--- src/rtl/muldiv_if.sv ---
// Handshake/data bundle between EX stage and the multiply/divide unit.
interface muldiv_if #(
    parameter int WIDTH = 32
);
    logic             start;
    logic [1:0]       op;
    logic [WIDTH-1:0] rs_data;
    logic [WIDTH-1:0] rt_data;
    logic             hi_we;
    logic             lo_we;
    logic [WIDTH-1:0] wdata;
    logic [WIDTH-1:0] hi;
    logic [WIDTH-1:0] lo;
    logic             busy;
    logic             done;

    modport master (
        output start, op, rs_data, rt_data, hi_we, lo_we, wdata,
        input  hi, lo, busy, done
    );

    modport slave (
        input  start, op, rs_data, rt_data, hi_we, lo_we, wdata,
        output hi, lo, busy, done
    );
endinterface

--- src/rtl/muldiv_unit.sv ---
// Iterative radix-2 multiply/divide unit holding the architectural HI/LO.
// Operates on magnitudes; sign correction is folded into the final step so
// HI/LO change only on the edge that completes the operation.
module muldiv_unit #(
    parameter int WIDTH = 32
) (
    input  logic     clk,
    input  logic     reset,
    muldiv_if.slave  bus
);
    localparam int CW = $clog2(WIDTH);

    typedef enum logic [1:0] {IDLE, CALC, DONE} state_t;

    state_t           state, state_nxt;
    logic [1:0]       op_q;
    logic [WIDTH-1:0] acc_hi, acc_lo, b_mag;
    logic [WIDTH-1:0] hi_q, lo_q;
    logic             sa_q, sb_q, div0_q;
    logic [CW-1:0]    cnt;

    logic             accept, last, s_a, s_b;
    logic [WIDTH-1:0] a_mag_in, b_mag_in;
    logic [WIDTH-1:0] nxt_hi, nxt_lo, res_hi, res_lo;
    logic [WIDTH:0]   sum, rpart, rdiff;
    logic             ge;
    logic [2*WIDTH-1:0] prod;

    assign accept = bus.start && (state != CALC);
    assign last   = (cnt == CW'(WIDTH - 1));

    // Operand sign and magnitude at launch (unsigned ops ignore the MSB)
    always_comb begin
        s_a      = ~bus.op[0] & bus.rs_data[WIDTH-1];
        s_b      = ~bus.op[0] & bus.rt_data[WIDTH-1];
        a_mag_in = s_a ? (WIDTH'(0) - bus.rs_data) : bus.rs_data;
        b_mag_in = s_b ? (WIDTH'(0) - bus.rt_data) : bus.rt_data;
    end

    // State register
    always_ff @(posedge clk) begin
        if (reset) state <= IDLE;
        else       state <= state_nxt;
    end

    // Next-state logic
    always_comb begin
        state_nxt = state;
        case (state)
            IDLE:    if (bus.start) state_nxt = CALC;
            CALC:    if (last)      state_nxt = DONE;
            DONE:    state_nxt = bus.start ? CALC : IDLE;
            default: state_nxt = IDLE;
        endcase
    end

    // FSM outputs
    always_comb begin
        bus.busy = (state == CALC);
        bus.done = (state == DONE);
    end

    // One iteration: shift-add multiply or restoring-divide step
    always_comb begin
        sum    = {1'b0, acc_hi} + (acc_lo[0] ? {1'b0, b_mag} : '0);
        rpart  = {acc_hi, acc_lo[WIDTH-1]};
        ge     = (rpart >= {1'b0, b_mag});
        rdiff  = ge ? (rpart - {1'b0, b_mag}) : rpart;
        if (op_q[1]) begin
            nxt_hi = rdiff[WIDTH-1:0];
            nxt_lo = {acc_lo[WIDTH-2:0], ge};
        end else begin
            nxt_hi = sum[WIDTH:1];
            nxt_lo = {sum[0], acc_lo[WIDTH-1:1]};
        end
    end

    // Sign correction and divide-by-zero override on the finished step;
    // remainder of a zero divisor is |dividend|, re-signed to the dividend
    always_comb begin
        prod   = {nxt_hi, nxt_lo};
        res_hi = nxt_hi;
        res_lo = nxt_lo;
        if (op_q[1]) begin
            if (sa_q ^ sb_q) res_lo = WIDTH'(0) - nxt_lo;
            if (sa_q)        res_hi = WIDTH'(0) - nxt_hi;
            if (div0_q)      res_lo = '1;
        end else if (sa_q ^ sb_q) begin
            prod   = (2*WIDTH)'(0) - {nxt_hi, nxt_lo};
            res_hi = prod[2*WIDTH-1:WIDTH];
            res_lo = prod[WIDTH-1:0];
        end
    end

    // Datapath, counter and HI/LO update
    always_ff @(posedge clk) begin
        if (reset) begin
            op_q   <= '0;
            acc_hi <= '0;
            acc_lo <= '0;
            b_mag  <= '0;
            sa_q   <= 1'b0;
            sb_q   <= 1'b0;
            div0_q <= 1'b0;
            cnt    <= '0;
            hi_q   <= '0;
            lo_q   <= '0;
        end else begin
            if (accept) begin
                op_q   <= bus.op;
                acc_hi <= '0;
                acc_lo <= a_mag_in;
                b_mag  <= b_mag_in;
                sa_q   <= s_a;
                sb_q   <= s_b;
                div0_q <= (bus.rt_data == '0);
                cnt    <= '0;
            end else if (state == CALC) begin
                acc_hi <= nxt_hi;
                acc_lo <= nxt_lo;
                cnt    <= cnt + 1'b1;
            end
            if (state == CALC) begin
                if (last) begin
                    hi_q <= res_hi;
                    lo_q <= res_lo;
                end
            end else begin
                if (bus.hi_we) hi_q <= bus.wdata;
                if (bus.lo_we) lo_q <= bus.wdata;
            end
        end
    end

    assign bus.hi = hi_q;
    assign bus.lo = lo_q;
endmodule

--- src/flat_wrapper.sv ---
// flat-port wrapper written by rule: the top's interface ports become plain ports
module muldiv_unit_flat 
#(
    parameter int WIDTH = 32
)
  (clk, reset, bus_start, bus_op, bus_rs_data, bus_rt_data, bus_hi_we, bus_lo_we, bus_wdata, bus_hi, bus_lo, bus_busy, bus_done);
  muldiv_if #(.WIDTH(WIDTH)) bus_i ();
  input  logic clk;
  input  logic reset;
  input wire logic [$bits(bus_i.start)-1:0] bus_start;
  input wire logic [$bits(bus_i.op)-1:0] bus_op;
  input wire logic [$bits(bus_i.rs_data)-1:0] bus_rs_data;
  input wire logic [$bits(bus_i.rt_data)-1:0] bus_rt_data;
  input wire logic [$bits(bus_i.hi_we)-1:0] bus_hi_we;
  input wire logic [$bits(bus_i.lo_we)-1:0] bus_lo_we;
  input wire logic [$bits(bus_i.wdata)-1:0] bus_wdata;
  output wire logic [$bits(bus_i.hi)-1:0] bus_hi;
  output wire logic [$bits(bus_i.lo)-1:0] bus_lo;
  output wire logic [$bits(bus_i.busy)-1:0] bus_busy;
  output wire logic [$bits(bus_i.done)-1:0] bus_done;
  assign bus_i.start = bus_start;
  assign bus_i.op = bus_op;
  assign bus_i.rs_data = bus_rs_data;
  assign bus_i.rt_data = bus_rt_data;
  assign bus_i.hi_we = bus_hi_we;
  assign bus_i.lo_we = bus_lo_we;
  assign bus_i.wdata = bus_wdata;
  assign bus_hi = bus_i.hi;
  assign bus_lo = bus_i.lo;
  assign bus_busy = bus_i.busy;
  assign bus_done = bus_i.done;
  muldiv_unit #(.WIDTH(WIDTH)) u_core (.clk(clk), .reset(reset), .bus(bus_i));
endmodule
--- config.mk ---
export PLATFORM = sky130hd
export DESIGN_NAME = muldiv_unit_flat
export DESIGN_NICKNAME = d
export VERILOG_FILES = /design/src/rtl/muldiv_if.sv /design/src/rtl/muldiv_unit.sv /design/src/flat_wrapper.sv
export SDC_FILE = /design/constraint.sdc
export NUM_CORES = 1
export LEC_CHECK = 0
export CAP_MARGIN = 20
export CORE_ASPECT_RATIO = 1.25
export CORE_MARGIN = 2
export CORE_UTILIZATION = 30
export CTS_CLUSTER_SIZE = 25
export DETAILED_ROUTE_END_ITERATION = 10
export RECOVER_POWER = 100
export SETUP_SLACK_MARGIN = 0.5
export SLEW_MARGIN = 20
export SYNTH_ARGS = -nofsm -noshare
export SYNTH_HDL_FRONTEND = slang
export SYNTH_SLANG_ARGS = --single-unit
--- constraint.sdc ---
create_clock -name clk -period 6 [get_ports clk]
set_input_delay 0.6 -clock clk [delete_from_list [all_inputs] [get_ports clk]]
set_output_delay 0.6 -clock clk [all_outputs]
set_load 0.02 [all_outputs]
After elaboration in Yosys (flattened, before gate mapping)
Index checks and enable logic that the tools add are counted.
{"block": "op_classes", "mux": 25, "n_eq_ne": 6, "bitwise": 4, "reduce_logical": 10, "n_addsub": 8, "order_cmp": 1}
{"cell": "$mux 32", "n": 21}
{"cell": "$sub 1x32->32 const A", "n": 4}
{"cell": "$sub 1x64->64 const A", "n": 1}
{"cell": "$add 32x32->33", "n": 1}
{"cell": "$ge 33x32->1", "n": 1}
{"cell": "$logic_not 32->1", "n": 1}
{"cell": "$sub 32x32->32", "n": 1}
{"cell": "$pmux 2 s3", "n": 1}
{"cell": "$reduce_and 2->1", "n": 3}
{"cell": "$reduce_bool 2->1", "n": 3}
{"cell": "$add 5x1->5 const B", "n": 1}
{"cell": "$eq 5x5->1 const B", "n": 1}
{"cell": "$mux 2", "n": 2}
{"cell": "$ne 2x1->1 const B", "n": 2}
{"cell": "$and 1x1->1", "n": 2}
{"cell": "$eq 2x1->1 const B", "n": 1}
{"cell": "$eq 2x2->1 const B", "n": 1}
{"cell": "$logic_not 2->1", "n": 1}
{"cell": "$ne 2x2->1 const B", "n": 1}
{"cell": "$reduce_or 2->1", "n": 1}
{"cell": "$logic_and 1x1->1", "n": 1}
{"cell": "$mux 1", "n": 1}
{"cell": "$not 1->1", "n": 1}
{"cell": "$xor 1x1->1", "n": 1}
{"block": "totals", "out_inout_bits": 66, "input_bits": 103, "regBits": 172, "word_cells": 65}

Depth between registers and ports, before layout
Gate-level depths: netlist of the first run.
{"block": "depth", "ltp_word": 9, "mapped_depth": 24, "mapped_depth_nobuf": 21}

Worst setup path before layout of the first run
OpenSTA, ideal clock, no wires.
{"block": "synth_timing", "path_kind": "register to register", "start": "register u_core.op_q[1]", "end": "register u_core.hi_q[24] (netlist: u_core.bus.hi[24])", "t_arrival_ns": 4.704, "required_ns": 5.940, "setup_time_ns": 0.060, "setup_slack_ns": 1.236, "synth_period_minus_slack_ns": 4.764, "stages_incl_launch_ff": 22, "n_path_buf": 8, "cell_sequence": "dfxtp_1 -> buf_2 -> buf_1 -> buf_2 -> buf_2 -> buf_2 -> buf_2 -> clkbuf_1 -> clkbuf_1 -> mux2i_1 -> ha_1 -> nor3b_1 -> nand4_1 -> nor2_1 -> nand2_1 -> nand2_1 -> nand2_1 -> a211o_1 -> a21boi_1 -> nor3_1 -> o31ai_1 -> and2_1"}
{"block": "synth_via", "elab_chain_len": 6, "elab_cells_between_ends": 9, "classes_between": "2 x add/sub; 7 x mux"}
{"item": "start: declaration", "line_no": "muldiv_unit.sv:16", "source": "logic [1:0] op_q;"}
{"item": "start signal: assignment", "line_no": "muldiv_unit.sv:110", "source": "op_q <= bus.op;"}
{"item": "$mux 32", "line_no": "muldiv_unit.sv:69", "source": "if (op_q[1]) begin"}
{"item": "$sub 1x64->64 or $sub 1x32->32 (tied branches)", "line_no": "muldiv_unit.sv:89, muldiv_unit.sv:86"}
{"item": "$mux 32 (on tied branches)", "line_no": "muldiv_unit.sv:88, muldiv_unit.sv:86"}
{"item": "$mux 32 *", "line_no": "muldiv_unit.sv:84", "source": "if (op_q[1]) begin"}
{"item": "$mux 32 *", "line_no": "muldiv_unit.sv:124", "source": "if (last) begin"}
{"item": "$mux 32 *", "line_no": "muldiv_unit.sv:123", "source": "if (state == CALC) begin"}
{"item": "end signal: assignment", "line_no": "muldiv_unit.sv:125", "source": "hi_q <= res_hi;"}
{"item": "end signal: assignment", "line_no": "muldiv_unit.sv:129", "source": "if (bus.hi_we) hi_q <= bus.wdata;"}
{"item": "end: declaration", "line_no": "muldiv_unit.sv:18", "source": "logic [WIDTH-1:0] hi_q, lo_q;"}
Mark *: on every way between the ends. The rest lies on a longest branch, timed or not. The select of a mux whose other input is x is not followed.
A chain may end at the register's enable or synchronous reset.

Worst setup path in the final report of the first run
{"block": "layout_timing", "start": "register u_core.state[1]", "end": "register u_core.acc_hi[24]"}
{"block": "layout_via", "elab_chain_len": 3, "elab_cells_between_ends": 4, "classes_between": "2 x eq/ne; 2 x reduce/logical"}
{"item": "start: declaration", "line_no": "muldiv_unit.sv:15", "source": "state_t state, state_nxt;"}
{"item": "start signal: assignment", "line_no": "muldiv_unit.sv:43", "source": "else state <= state_nxt;"}
{"item": "$ne 2x1->1", "line_no": "muldiv_unit.sv:29", "source": "assign accept = bus.start && (state != CALC);"}
{"item": "$logic_and 1x1->1", "line_no": "muldiv_unit.sv:29"}
{"item": "$reduce_or 2->1 (no line)"}
{"item": "end signal: assignment", "line_no": "muldiv_unit.sv:119", "source": "acc_hi <= nxt_hi;"}
{"item": "end: declaration", "line_no": "muldiv_unit.sv:17", "source": "logic [WIDTH-1:0] acc_hi, acc_lo, b_mag;"}
Parallel ways exist; a longest one is shown, timed or not.

==> results.cfg, run 1 <==
[route]
dr_total_vias = 16500
firstDrtPassIters = 6
drc_errors = 0
vias_per_cell = 5.76
wl_per_cell_um = 21.7
initialDrtViolationCount = 1303
wl_um = 62200
final_antenna_net_count = 0

[setup_path]
cp_slowest_cell = clkbuf_1
cp_slowest_stage_delay_ns = 2.04
cpLargestDelayFamily = buffers and inverters
cp-end-kind = flop
crit_chain = nand2b_4 > clkbuf_1 > nand2_1 > nand2_1 > clkbuf_1 > a211oi_1
arrival_ns = 5.63
r2r_slack_ns = 0.58
worst-setup-path-type = flop to flop
cp.buffers_inverters = 2
critPathLaunchType = flop
crit_required_ns = 6.21
critPathMaxFanout = 58

[logic_synthesis]
synthArstFlopShare_pct = 0
ys_types = 101
syn_nets = 2298
yosys.area.top_type = dfxtp_1
syn_area_per_cell_sq_um = 7.15
synth-main-ff-cell = dfxtp_1
syn_inst = 2123
synth-edff-count = 0
ys_seq_area_share_pct = 22.5
netlist_area_sq_mm = 0.0152
ys_warn_count = 0
synth_area_leaders = dfxtp_1 (23%), nor2_1 (7.4%), a21oi_1 (6.5%)
yosysTopAreaCellShare_pct = 22.5
synth_seq_cells = 171

[pwr]
peakVddDrop_mv = 0.171
powerDensity_mw_per_mm2 = 222
leakagePower_uw = 0.00687

[sta]
finalMaxSlewViolations = 96
tightest_slew_ns = 2.81
fin_crit_sh_pct = 90.4
final.setup.tns_ns = 0
finalClockSkew_ns = 0.0172
hold_slack_ns = 0.464
hold_viol_final = 0
setup_viol = 0
period_needed_ns = 5.42
max_freq_ghz = 0.184
grt_setup_unrepaired = no
slew_headroom_pct = -87.5

[cells_and_area]
fin_util_pct = 35.5
drive_above_1_share_pct = 5.20
nNetsFinal = 2373
finalNonFillerCells = 2871
fillers = 5431
areaGrowthSynthToFinish_pct = 17.5

[place]
dp.cells = 2837
port_buffers = 168
gp_congestion = 0.955
hpwl_um = 47800

[die]
initial_core_util_pct = 30.3
fp.dieH_um = 256
die-area_sq_mm = 0.0524
fp.dieW_um = 205
core_area_sq_mm = 0.0502
row_count = 92
ios = 169

[global_route]
grt_pass1_vias = 16000
antenna_found_initial = 2
overflow = 0
grt_pass1_wl_um = 95100
track_usage_pct = 23.6
grt_max_degree = 82

[clocking]
htreeDepth = 4
post_cts_resized = 0
cts-hold-fix-buffers = 0
clock_path_buffers = 2
cts_made_buffers = 17
clk_pin_slew_ns = 0.08
clock_latency_ns = 0.47
cts_tree = done
cts_setup_buffers = 0
cts-root-buf = clkbuf_16
cts_sinks = 171

[job]
max-cap-violations = 2

[hold_path]
hp-class = flop to flop

[run_status]
violations = capacitance limit, slew limit
status = finished with violations
## layer usage
layer	track usage [%]	up-vias	wire length, um	part of all wire, %
met1	27.6	7990	25000	40
met5	0	-	0	0
met3	2.74	143	2650	4.3
li1	-	7853	-	-
met2	41.2	559	31100	50
met4	13.3	0	3500	5.6
## worst register-to-register path: cells and delay by family (launching register included)
kind	cells	cell delay, ns
flip-flops	1	0.33
AND/OR/NAND/NOR	3	0.97
buffers and inverters	2	3.58
AO/OA/AOI/OAI	1	0.28
## cells by family after synthesis
group	share of synthesized area, %
flops	22.5
buf+inv	5.47
simple gates	25.6
fa+ha+maj	6.03
compound gates	29.6
xor+xnor	8.02
mux	2.74
## synth_stat cells, drive strengths merged (15+ instances only)
master	n
o31ai	15
o21a	18
clkbuf	98
mux2i	28
nor2b	17
ha	70
or3	27
nor2	298
inv	67
nor4	15
nand3	39
a311oi	43
a21o	25
nand4	24
and2	41
dfxtp	171
xnor2	81
o21ai	127
nand2	245
xor2	58
o211ai	22
a211oi	62
a31oi	32
a21oi	202
buf	39
nor3	46
## registers in the layout, summed over array words and instances, names as in the netlist
name and flops:
u_core.acc_hi 32, u_core.acc_lo 32, u_core.b_mag 32, u_core.bus.hi 32, u_core.bus.lo 32, u_core.cnt 5
u_core.state 2, u_core.div0_q 1, u_core.op_q 1, u_core.sa_q 1, u_core.sb_q 1
## path summary, 6_finish.rpt
path / startpoint / end / cells past startpoint
setup / recovery: u_core.state[1] / u_core.acc_hi[24] / 6
hold / removal: u_core.cnt[4] / u_core.cnt[4] / 2
setup reg to reg: u_core.state[1] / u_core.acc_hi[24] / 6
hold reg to reg: u_core.cnt[4] / u_core.cnt[4] / 2
## through the flow
step / total power [uW] / instance area, sq um / setup slack [ns]
after global routing: 4160 / 17800 / 0.263
after floorplan: 2330 / 15200 / 1.24
after CTS: 3980 / 17800 / 0.645
after detailed placement: 2890 / 17300 / 0.691
final: 3960 / 17800 / 0.577
after global placement: 2880 / 17300 / 0.724
## where the power goes
part           switching [uW]  internal, uW
clock                     545           547
sequential               88.5          1220
combinational             994           569
## final cells by class
cell class | instances | area [sq um] | share of cell area, %
Multi-Input combinational cell | 1748 | 10900 | 61.4
Sequential cell | 171 | 3430 | 19.2
Timing Repair Buffer | 193 | 1850 | 10.3
Tap cell | 658 | 823 | 4.62
Clock buffer | 21 | 450 | 2.53
Inverter | 67 | 254 | 1.42
Clock inverter | 11 | 86.3 | 0.484
Antenna cell | 2 | 5.00 | 0.0281
## cells in the final DEF, fill, tap and decap left out, types with 23 or more instances in the layout
| cell type | count |
|---|---|
| dfxtp_1 | 169 |
| nand3_1 | 39 |
| inv_1 | 66 |
| nor3_1 | 45 |
| or3_1 | 27 |
| and2_1 | 40 |
| nand2_1 | 242 |
| a311oi_1 | 42 |
| dlygate4sd3_1 | 68 |
| a31oi_1 | 29 |
| nor2_1 | 297 |
| o21ai_0 | 116 |
| xor2_1 | 58 |
| xnor2_1 | 81 |
| nand4_1 | 23 |
| a211oi_1 | 60 |
| a21oi_1 | 197 |
| a21o_1 | 25 |
| ha_1 | 70 |
| mux2i_1 | 28 |
| clkdlybuf4s50_1 | 98 |
No activity file was read; power rests on OpenSTA's default activity.
==> run 2, diff against run 1 <==
ABC_CLOCK_PERIOD_IN_PS = 6000   (was not set)
CELL_PAD_IN_SITES_DETAIL_PLACEMENT = 1   (was not set)
CELL_PAD_IN_SITES_GLOBAL_PLACEMENT = 1   (was not set)
PLACE_DENSITY_LB_ADDON = 0.1   (was not set)
TNS_END_PERCENT = 10   (was not set)
==> results.cfg, run 2 (synthesis results as in run 1) <==
[sta]
setup_viol = 0
finalWorstSetupSlack_ns = 0.637
max_freq_ghz = 0.186
slew_headroom_pct = -74.2
final.setup.tns_ns = 0
tightest_slew_ns = 2.61
finalMaxSlewViolations = 87
fin_crit_sh_pct = 89.4
grt_setup_unrepaired = yes
finalClockSkew_ns = 0.0167
period_needed_ns = 5.36
hold_viol_final = 0

[pwr]
swShare_pct = 41.9
clkPwrFrac_pct = 28.4
p_total_uw = 4120
p_int_uw = 2400
peakVddDrop_mv = 0.237
switchingPower_uw = 1730
p_seq_share_pct = 31.8
powerDensity_mw_per_mm2 = 229
combPwrFrac_pct = 39.7
leakagePower_uw = 0.00696

[route]
vias_per_cell = 5.66
firstDrtPassIters = 5
wl_per_cell_um = 23.8
initialDrtViolationCount = 859
wl_um = 68800
drc_errors = 0
dr_total_vias = 16300
final_antenna_net_count = 0

[place]
dp_slack_ns = 0.341
hpwl_um = 53400
gp_congestion = 0.924
place_area_sq_mm = 0.0174
port_buffers = 168

[job]
max-cap-violations = 2

[die]
die-area_sq_mm = 0.0524
initial_core_util_pct = 30.3
row_count = 92
core_area_sq_mm = 0.0502
fp.dieW_um = 205
fp.dieH_um = 256
ios = 169

[setup_path]
cp_slowest_cell = nor4_1
cp-end-kind = flop
cp_slowest_stage_delay_ns = 0.62
arrival_ns = 5.76
path_common_cell = o21ai_0
cpLargestDelayFamily = compound AO/OA/AOI/OAI gates
worst-setup-path-type = flop to flop
critPathMaxFanout = 13
critPathLaunchType = flop
crit_chain = inv_1 > ha_1 > a21oi_1 > o21ai_0 > a2111oi_4 > o211ai_2 > buf_4 > nor4_1 > o21ai_0 > nor2_1 > nor2_1 > or4_1 > o21ai_0 > xor2_1 > a211o_1 > a21oi_1
cp.buffers_inverters = 2
crit_required_ns = 6.40

[global_route]
grt_pass1_vias = 17000
grt_pass1_wl_um = 106000
overflow = 0
track_usage_pct = 26.4
grt_max_degree = 81
antenna_found_initial = 0

[clocking]
clk_pin_slew_ns = 0.08
cts_setup_buffers = 0
clock_path_buffers = 2
cts-hold-fix-buffers = 0
cts_tree = done
htreeDepth = 4
clock_latency_ns = 0.49
cts_sinks = 171
cts-root-buf = clkbuf_16
cts_made_buffers = 17

[cells_and_area]
multi_input_area_sq_mm = 0.0110
stdcell_area_sq_mm = 0.0180
final_common_cell = nor2_1
diodes = 0
seq_area_sq_mm = 0.00343
nNetsFinal = 2389
fillers = 6304
areaGrowthSynthToFinish_pct = 18.6
mostFrequentLayoutCells = nor2_1 (298), nand2_1 (244), a21oi_1 (197)
drive_above_1_share_pct = 5.88

[run_status]
status = finished with violations
violations = capacitance limit, slew limit

[hold_path]
hp-class = flop to flop
[run 2: changes by cell type in the layout (fill, tap and decap cells not counted), sizes merged]
cell           delta
buf              +15
diode             -2
clkdlybuf4s50     -1
inv               +4
clkinvlp          -1
clkinv            -2
clkbuf            -2
bufinv            +1
dlygate4sd3       +1
[run 2: tightest hold or removal path: stages, from the launching register on]
cell	delay, ns
dfxtp_1	0.32
nand2_1	0.06
a21oi_1	0.05
[run 2: cell type report]
type	instances	area share [%]
Clock buffer	18	2.44
Clock inverter	13	0.716
Inverter	67	1.41
Multi-Input combinational cell	1748	60.9
Sequential cell	171	19.1
Tap cell	658	4.57
Timing Repair Buffer	209	11.0
[run 2: per-stage QoR]
stage	cells	util [%]	hold WS [ns]
global route	2884	35.9	0.500
detailed placement	2853	34.8	0.459
global placement	2853	34.8	0.452
CTS	2884	35.9	0.474
floorplan	2123	-	0.440
finish	2884	35.9	0.470
[run 2: path summary, 6_finish.rpt]
kind	startpoint	to	slack (ns)	cells past startpoint
worst max-delay path	u_core.b_mag[18]	u_core.bus.hi[11]	0.64	16
worst min-delay path	u_core.cnt[4]	u_core.cnt[4]	0.47	2
worst max register to register	u_core.b_mag[18]	u_core.bus.hi[11]	0.64	16
worst min register to register	u_core.cnt[4]	u_core.cnt[4]	0.47	2
[run 2: repair_timing]
item                       in CTS  in global routing
gates resized for setup         4                  6
cloned                          0                  0
setup endpoints to repair       3                  6
pin swaps                       0                  0
[run 2: power groups by stage]
stage	clock network (uW)	registers (uW)	logic, uW
final	1170	1310	1640
after global routing	1240	1330	1780
after CTS	1200	1310	1660
after detailed placement	0	1340	1640
after global placement	0	1340	1630
after floorplan	0	1340	990
[run 2: routing by layer]
metal  share of wire, %  routed length [um]  global-route usage [%]  vias up
li1                   -                   -                       -     7859
met1                 43               29700                    32.1     8102
met2                 51               35100                    47.7      277
met3                2.7                1870                    3.11       81
met4                3.0                2090                    8.55        0
met5                  0                   0                       0        -
